File: src/rtl/mbinit_reversal_ctrl.sv
// MBINIT lane-reversal controller: drives the sideband init / clear-error / result /
// done handshakes, the LaneID pattern phase and bounded lane-reversal retries.
module mbinit_reversal_ctrl #(
   parameter int NUM_LANES      = 16,
   parameter int PASS_THRESHOLD = 8,
   parameter int MAX_REVERSALS  = 1,
   parameter int TIMEOUT_CYCLES = 4096,
   parameter int CNT_W          = $clog2(NUM_LANES + 1),
   parameter int TRY_W          = (MAX_REVERSALS > 0) ? $clog2(MAX_REVERSALS + 1) : 1
) (
   input  logic                 CLK,
   input  logic                 rst,
   input  logic                 i_start,
   input  logic                 i_Busy_SideBand,
   input  logic                 i_falling_edge_busy,
   input  logic                 i_msg_valid,
   input  logic [3:0]           i_Rx_SbMessage,
   input  logic [NUM_LANES-1:0] i_Result_logged,
   input  logic                 i_LaneID_Pattern_done,
   input  logic                 i_REVERSAL_done,
   output logic [1:0]           o_LaneID_Pattern_En,
   output logic                 o_ApplyReversal_En,
   output logic                 o_reversal_active,
   output logic [3:0]           o_TX_SbMessage,
   output logic                 o_ValidOutDatat_Module,
   output logic                 o_Module_end,
   output logic                 o_train_error_req,
   output logic [CNT_W-1:0]     o_pass_count,
   output logic [TRY_W-1:0]     o_try_count
);

   localparam int TMO_W = (TIMEOUT_CYCLES > 1) ? $clog2(TIMEOUT_CYCLES) : 1;
   localparam logic [TMO_W-1:0] TMO_LAST = TMO_W'((TIMEOUT_CYCLES > 0) ? (TIMEOUT_CYCLES - 1) : 0);
   localparam bit TMO_EN = (TIMEOUT_CYCLES > 0);

   localparam logic [3:0] MSG_INIT_REQ  = 4'd1;
   localparam logic [3:0] MSG_INIT_RESP = 4'd2;
   localparam logic [3:0] MSG_CLR_REQ   = 4'd3;
   localparam logic [3:0] MSG_CLR_RESP  = 4'd4;
   localparam logic [3:0] MSG_RES_REQ   = 4'd5;
   localparam logic [3:0] MSG_RES_RESP  = 4'd6;
   localparam logic [3:0] MSG_DONE_REQ  = 4'd7;
   localparam logic [3:0] MSG_DONE_RESP = 4'd8;

   typedef enum logic [3:0] {
      S_IDLE, S_WAIT_IDLE, S_SEND, S_WAIT_RESP, S_LANEID,
      S_CHECK, S_APPLY, S_DONE, S_ERROR
   } state_t;

   function automatic logic [CNT_W-1:0] popcount(input logic [NUM_LANES-1:0] v);
      logic [CNT_W-1:0] s;
      s = '0;
      for (int i = 0; i < NUM_LANES; i++) s = s + CNT_W'(v[i]);
      return s;
   endfunction

   state_t           r_state;
   logic [3:0]       r_msg;
   logic [TMO_W-1:0] r_tmo_cnt;
   logic [1:0]       r_lane_en;
   logic             r_apply_en;
   logic             r_rev_active;
   logic [3:0]       r_tx_msg;
   logic             r_tx_vld;
   logic             r_end;
   logic             r_err;
   logic [CNT_W-1:0] r_pass_count;
   logic [TRY_W-1:0] r_try_count;

   state_t     w_nxt_state;
   logic [3:0] w_nxt_msg;
   logic       w_capture;
   logic       w_try_inc;
   logic       w_tmo;
   logic       w_resp_hit;

   assign w_tmo      = TMO_EN && (r_tmo_cnt == TMO_LAST);
   assign w_resp_hit = i_msg_valid && (i_Rx_SbMessage == r_msg);

   always_comb begin
      w_nxt_state = r_state;
      w_nxt_msg   = r_msg;
      w_capture   = 1'b0;
      w_try_inc   = 1'b0;
      case (r_state)
         S_IDLE: begin
            if (!i_Busy_SideBand) begin
               w_nxt_state = S_SEND;
               w_nxt_msg   = MSG_INIT_REQ;
            end
         end
         S_WAIT_IDLE: begin
            if (!i_Busy_SideBand) w_nxt_state = S_SEND;
         end
         S_SEND: begin
            if (i_falling_edge_busy) begin
               w_nxt_state = S_WAIT_RESP;
               w_nxt_msg   = r_msg + 4'd1;
            end else if (w_tmo) begin
               w_nxt_state = S_ERROR;
            end
         end
         S_WAIT_RESP: begin
            // the awaited response takes precedence over a coincident timeout
            if (w_resp_hit) begin
               case (r_msg)
                  MSG_INIT_RESP: begin
                     w_nxt_state = S_WAIT_IDLE;
                     w_nxt_msg   = MSG_CLR_REQ;
                  end
                  MSG_CLR_RESP:  w_nxt_state = S_LANEID;
                  MSG_RES_RESP: begin
                     w_nxt_state = S_CHECK;
                     w_capture   = 1'b1;
                  end
                  MSG_DONE_RESP: w_nxt_state = S_DONE;
                  default:       w_nxt_state = S_ERROR;
               endcase
            end else if (w_tmo) begin
               w_nxt_state = S_ERROR;
            end
         end
         S_LANEID: begin
            if (i_LaneID_Pattern_done) begin
               w_nxt_state = S_WAIT_IDLE;
               w_nxt_msg   = MSG_RES_REQ;
            end
         end
         S_CHECK: begin
            if (int'(r_pass_count) >= PASS_THRESHOLD) begin
               w_nxt_state = S_WAIT_IDLE;
               w_nxt_msg   = MSG_DONE_REQ;
            end else if (int'(r_try_count) < MAX_REVERSALS) begin
               w_nxt_state = S_APPLY;
            end else begin
               w_nxt_state = S_ERROR;
            end
         end
         S_APPLY: begin
            if (i_REVERSAL_done) begin
               w_try_inc   = 1'b1;
               w_nxt_state = S_WAIT_IDLE;
               w_nxt_msg   = MSG_CLR_REQ;
            end
         end
         S_DONE:  w_nxt_state = S_DONE;
         S_ERROR: w_nxt_state = S_ERROR;
         default: w_nxt_state = S_IDLE;
      endcase
      if (!i_start) begin
         w_nxt_state = S_IDLE;
         w_capture   = 1'b0;
         w_try_inc   = 1'b0;
      end
   end

   always_ff @(posedge CLK) begin
      if (rst) begin
         r_state      <= S_IDLE;
         r_msg        <= 4'd0;
         r_tmo_cnt    <= '0;
         r_lane_en    <= 2'b00;
         r_apply_en   <= 1'b0;
         r_rev_active <= 1'b0;
         r_tx_msg     <= 4'd0;
         r_tx_vld     <= 1'b0;
         r_end        <= 1'b0;
         r_err        <= 1'b0;
         r_pass_count <= '0;
         r_try_count  <= '0;
      end else begin
         r_state <= w_nxt_state;
         r_msg   <= w_nxt_msg;
         if (w_nxt_state != r_state)
            r_tmo_cnt <= '0;
         else if ((r_state == S_SEND) || (r_state == S_WAIT_RESP))
            r_tmo_cnt <= r_tmo_cnt + TMO_W'(1);
         // outputs follow the next state so they appear with the transition
         r_lane_en  <= (w_nxt_state == S_LANEID) ? 2'b11 : 2'b00;
         r_apply_en <= (w_nxt_state == S_APPLY);
         r_tx_vld   <= (w_nxt_state == S_SEND);
         r_tx_msg   <= (w_nxt_state == S_SEND) ? w_nxt_msg : 4'd0;
         r_end      <= (w_nxt_state == S_DONE);
         r_err      <= (w_nxt_state == S_ERROR);
         if (w_capture) r_pass_count <= popcount(i_Result_logged);
         if (w_try_inc) begin
            r_try_count  <= r_try_count + TRY_W'(1);
            r_rev_active <= ~r_rev_active;
         end
      end
   end

   assign o_LaneID_Pattern_En    = r_lane_en;
   assign o_ApplyReversal_En     = r_apply_en;
   assign o_reversal_active      = r_rev_active;
   assign o_TX_SbMessage         = r_tx_msg;
   assign o_ValidOutDatat_Module = r_tx_vld;
   assign o_Module_end           = r_end;
   assign o_train_error_req      = r_err;
   assign o_pass_count           = r_pass_count;
   assign o_try_count            = r_try_count;

endmodule
File: config.mk
export PLATFORM = sky130hd
export DESIGN_NAME = mbinit_reversal_ctrl
export DESIGN_NICKNAME = d
export VERILOG_FILES = /design/src/rtl/mbinit_reversal_ctrl.sv
export SDC_FILE = /design/constraint.sdc
export NUM_CORES = 1
export LEC_CHECK = 0
export BUFFER_PORTS_ARGS = -buffer_cell sky130_fd_sc_hd__buf_2
export CORE_MARGIN = 5
export CORE_UTILIZATION = 45
export CTS_CLUSTER_SIZE = 12
export DETAILED_ROUTE_END_ITERATION = 6
export MAX_ROUTING_LAYER = met4
export PLACE_DENSITY = 0.69
export SLEW_MARGIN = 15
export SYNTH_ARGS = -nofsm -noshare
export SYNTH_HDL_FRONTEND = slang
export SYNTH_SLANG_ARGS = --single-unit
File: constraint.sdc
create_clock -name CLK -period 3.3 [get_ports CLK]
set_clock_uncertainty 0.05 [all_clocks]
set_input_delay 0.33 -clock CLK [delete_from_list [all_inputs] [get_ports CLK]]
set_output_delay 0.33 -clock CLK [all_outputs]
set_load 0.05 [all_outputs]
# Word-level counts from Yosys, hierarchy flattened
# Cells that the tools add are included.
word_totals:
  out_inout_bits: 17
  reg_bits: 37
  wordCells: 87
  input_bits: 28
classes:
  eq_ne: 20
  order_cmp: 2
  bitwise: 2
  reduce_logical: 6
  muxes: 27
  n_addsub: 18
op_table:
  columns: ["operator", "n"]
  rows:
  - ["4-bit 2-to-1 mux", 16]
  - ["5-bit by 1-bit adder with 5-bit output", 11]
  - ["4-bit by 3-bit equality test with 1-bit output, second input constant", 9]
  - ["4-bit case mux with 8 select lines", 1]
  - ["4-bit case mux with 6 select lines", 1]
  - ["4-bit by 2-bit equality test with 1-bit output, second input constant", 4]
  - ["4-bit case mux with 4 select lines", 1]
  - ["12-bit by 1-bit adder with 12-bit output, second input constant", 1]
  - ["12-bit equality test, second input constant", 1]
  - ["4-bit equality test, second input constant", 3]
  - ["1-bit 2-to-1 mux", 7]
  - ["2-bit OR reduction", 3]
  - ["4-bit by 1-bit adder with 5-bit output", 1]
  - ["5-bit by 4-bit >= comparator with 1-bit output, second input constant", 1]
  - ["3-bit by 1-bit adder with 4-bit output", 1]
  - ["4-bit by 1-bit adder with 4-bit output, second input constant", 1]
  - ["4-bit by 1-bit equality test with 1-bit output, second input constant", 1]
  - ["4-bit equality test", 1]
  - ["4-bit zero test", 1]
  - ["4-bit != test", 1]
  - ["2-bit by 1-bit adder with 3-bit output", 1]
  - ["1-bit by 1-bit adder with 2-bit output", 1]
  - ["2-bit 2-to-1 mux", 1]
  - ["1-bit NOT", 2]
  - ["4 further kinds", 4]

# Longest topological paths before layout
depth:
  ltp_word: 15
  depth_mapped: 12
  ltp_nobuf: 12

# Worst setup path after synthesis
# Ideal clock, no wire load.
synth_path:
  path_kind: "input to register"
  start: "in i_Result_logged[0]"
  end: "reg r_pass_count[3], in the netlist o_pass_count[3]"
  stages: 12
  n_path_buf: 0
  setup_ns: 0.128
  path_slack_ns: -0.124
  required_time_ns: 3.122
  t_arrival_ns: 3.246
  path_cell_list: "fa_1 > inv_1 > fa_1 > fa_1 > fa_1 > inv_1 > ha_1 > a21o_1 > a21oi_1 > xnor2_1 > mux2i_1 > nor2_1"
synth_via:
  elab_chain_len: 15
synth_lines:
  columns: ["element", "line", "text"]
  rows:
  - ["from (decl)", "18", "input logic [NUM_LANES-1:0] i_Result_logged,"]
  - ["1-bit by 1-bit adder with 2-bit output", "53", "for (int i = 0; i < NUM_LANES; i++) s = s + CNT_W'(v[i]);"]
  - ["2-bit by 1-bit adder with 3-bit output", "53", null]
  - ["3-bit by 1-bit adder with 4-bit output", "53", null]
  - ["4-bit by 1-bit adder with 5-bit output", "53", null]
  - ["5-bit by 1-bit adder with 5-bit output (11 in a row)", "53", null]
  - ["to (signal assigned)", "185", "if (w_capture) r_pass_count <= popcount(i_Result_logged);"]
  - ["to (decl)", "67", "logic [CNT_W-1:0] r_pass_count;"]
# Every way passes these cells.
# A chain may end at the register's enable or synchronous reset.

# Worst setup path after layout
layout_path:
  start: "in i_Result_logged[0]"
  end: "reg r_pass_count[4], in the netlist o_pass_count[4]"
# The elaborated chain is that of the path after synthesis.

==> metrics.cfg <==
[layout]
multi_input_area_mm2=0.00166
regArea_um2=721
syn2layout_area_growth_pct=15.5
nets=384
fillers=525
layout-drive-gt1-share_pct=26.6
antennaDiodeCount=0
final_cell_area_mm2=0.00298

[clock_tree]
postCtsSetupBuffers=0
worstSkewPairLatency_ps=300
cts.root.buffer_cell=clkbuf_8
cts_made_buffers=5
cts.sinks=36
cts_buffer_depth=2
htreeDepth=2
cts_tree=yes
clk_pin_slew_ps=70

[pwr]
p_switching_uw=353
switching_share_pct=29.7
pwr-share-clk_pct=33.1
p_int_uw=834
p_comb_share_pct=29.5
p_leak_uw=0.00117
power.density_mw_per_mm2=398
p_seq_share_pct=37.4
ir_worst_vdd_v=0.000233

[drt]
drt-initial-drc-count=135
m1WireLength_um=2620
firstDrtPassIters=5
met3_length_um=274
dr_wl_met2_um=2840
via_per_inst=5.44
drt-wirelength-per-cell_um=14.2
drc=0
dr.max_layer_used=met4
wirelength_um=5800
drtAntennaViolNets=0
num_vias=2229

[floorplan]
die_w_um=85.7
start_util_pct=46.6
die_h_um=85.7
core_area_mm2=0.00554
placementRows=27
io_pins=45
die_area_mm2=0.00735

[synth]
postSynthAreaPerCell_um2=8.81
synth_edf_count=0
ys_seq_area_share_pct=27.9
postSynthCellCount=293
synth-seq-cells=36
synth_cell_types=58
synth_nets=340
synthArstFlopShare_pct=0
ys.flop_type=dfxtp_1
synth_area_mm2=0.00258
synth_warnings=0

[worst_setup_path]
r2r_slack_ps=680
critical_path_class=in2reg
worst-path-stages=13
crit_path_top_delay_cell=fa_1
critPathTopFamily=adder cells
critPathBufInv=4
cp_data_arrival_time_ps=3420
endpoint_kind=flip-flop
reg2reg_to=o_TX_SbMessage[0]
ff2ff_path_depth=5
timing.rr.start=r_state[2]
cp_cell_sequence=buf_6 -> fa_1 -> inv_1 -> fa_1 -> fa_2 -> fa_1 -> inv_1 -> ha_2 -> inv_2 -> fa_2 -> nor2b_1 -> o211ai_1 -> a21oi_1
crit_path_frequent_cell=fa_1
cp_slowest_stage_delay_ps=540
startpoint_type=input pin
critical_path.startpoint=i_Result_logged[0]
crit_fanout=2
worstPathRequired_ps=3470

[sta]
fmax_mhz=308
holdWs_ps=318
fin_crit_ps=3240
setup_viol=0
worst_pin_slew_ps=795
hold_viol_final=0
rsz0062_at_grt=yes
max_slew_margin_pct=47.0
finalCritPeriodShare_pct=98.2
drv_slew=0

[worst_hold_path]
hold_path.class=in2reg
holdPathEnd=r_msg[3]
min_path_cells=2
hold_path_startpoint=rst

[global_routing]
grt_max_degree=23
track_usage_pct=17.5
overflow=0
antenna_found_initial=0
grt_pass1_vias=2122
grt_pass1_wl_um=10000

[placement]
place_congestion=0.912
dpl-instance-area_mm2=0.00285
io_buffers=44
hpwl_um=4440

[flow_run]
maxCapViolations=0

[status]
status=finished, final reports clean

==> flip-flops by register name (all words and copies together), names as in the netlist <==
name,count
o_LaneID_Pattern_En,1
o_ValidOutDatat_Module,1
o_train_error_req,1
r_msg,4
o_try_count,1
o_TX_SbMessage,4
o_reversal_active,1
r_tmo_cnt,12
o_Module_end,1
o_ApplyReversal_En,1
r_state,4
o_pass_count,5
==> layout by cell type (no fill, tap or decap), drive strengths merged, types with 4 or more instances in the layout <==
cell type	count
a211o	4
a21oi	13
a31oi	5
and2	5
buf	52
clkbuf	5
dfxtp	36
fa	10
ha	9
inv	28
mux2i	5
nand2	12
nand3	6
nand4	7
nor2	30
nor2b	7
nor3	14
nor4	15
nor4b	4
o21ai	13
xnor2	18
==> how the worst max path moves through the flow <==
stage | end
after floorplan | o_pass_count[2]
after global placement | o_pass_count[2]
after CTS | o_pass_count[4]
after detailed placement | o_pass_count[4]
final | o_pass_count[4]
after global routing | o_pass_count[4]
==> cell usage after synthesis (7+ instances only) <==
master,number,area share [%]
dfxtp_1,36,28
ha_1,9,4.4
inv_1,28,4.1
fa_1,10,7.8
nor2b_1,7,1.7
nor3_1,14,2.7
nand2_1,12,1.7
o21ai_0,12,2.3
xnor2_1,18,6.1
nor4_2,9,4.4
nor2_1,30,4.4
a21oi_1,13,2.5
==> what timing repair did <==
| action | 4_1_cts | 5_1_grt |
|---|---|---|
| hold buffers | 0 | 0 |
| endpoints found under the setup margin | 0 | 4 |
| resized for setup | 0 | 6 |
==> power groups by stage <==
stage / Clock [uW] / Combinational (uW) / Sequential (uW)
after floorplan: 0 / 254 / 456
after global placement: 0 / 334 / 454
after detailed placement: 0 / 339 / 454
after CTS: 402 / 342 / 444
after global routing: 435 / 416 / 444
final: 393 / 350 / 444
==> stage by stage <==
stage          TNS (ps)  util [%]  total power, uW  std cells  setup WS (ps)
2_1_floorplan     -95.8         -              710        293          -40.8
3_3_place_gp       -737      51.4              788        402           -211
3_5_place_dp       -852      51.4              792        402           -243
4_1_cts               0      53.5             1190        410           54.9
5_1_grt            -138      53.8             1300        410          -76.0
6_report              0      53.8             1190        410           58.0
==> area by class of cell <==
type,instances,area share [%]
Clock buffer,5,2.31
Multi-Input combinational cell,214,55.7
Sequential cell,36,24.2
Inverter,28,3.53
Timing Repair Buffer,52,9.82
Clock inverter,3,1.43
Tap cell,72,3.02
==> worst register-to-register path, cell delays in order (launching register included) <==
cell	delay [ps]
dfxtp_1	840
or2b_2	380
nor3b_1	430
nor4b_4	140
a2111oi_4	510
nor2b_1	190
==> logic make-up after synthesis <==
| kind of cell | after synthesis | synth area share [%] |
|---|---|---|
| AOI/OAI and AO/OA | 54 | 14.9 |
| xor gates and xnor gates | 19 | 6.45 |
| adders and majority gates | 20 | 12.5 |
| buffers and inverters | 43 | 8.19 |
| DFF | 36 | 27.9 |
| muxes | 5 | 1.94 |
| and+or+nand+nor | 116 | 28.1 |
==> layer usage <==
metal | vias to the layer above | GRT usage [%]
li1 | 1119 | -
met1 | 1044 | 22.1
met2 | 60 | 27.9
met3 | 6 | 4.03
met4 | 0 | 5.04
met5 | - | -
(Power assumes the default switching activity.)
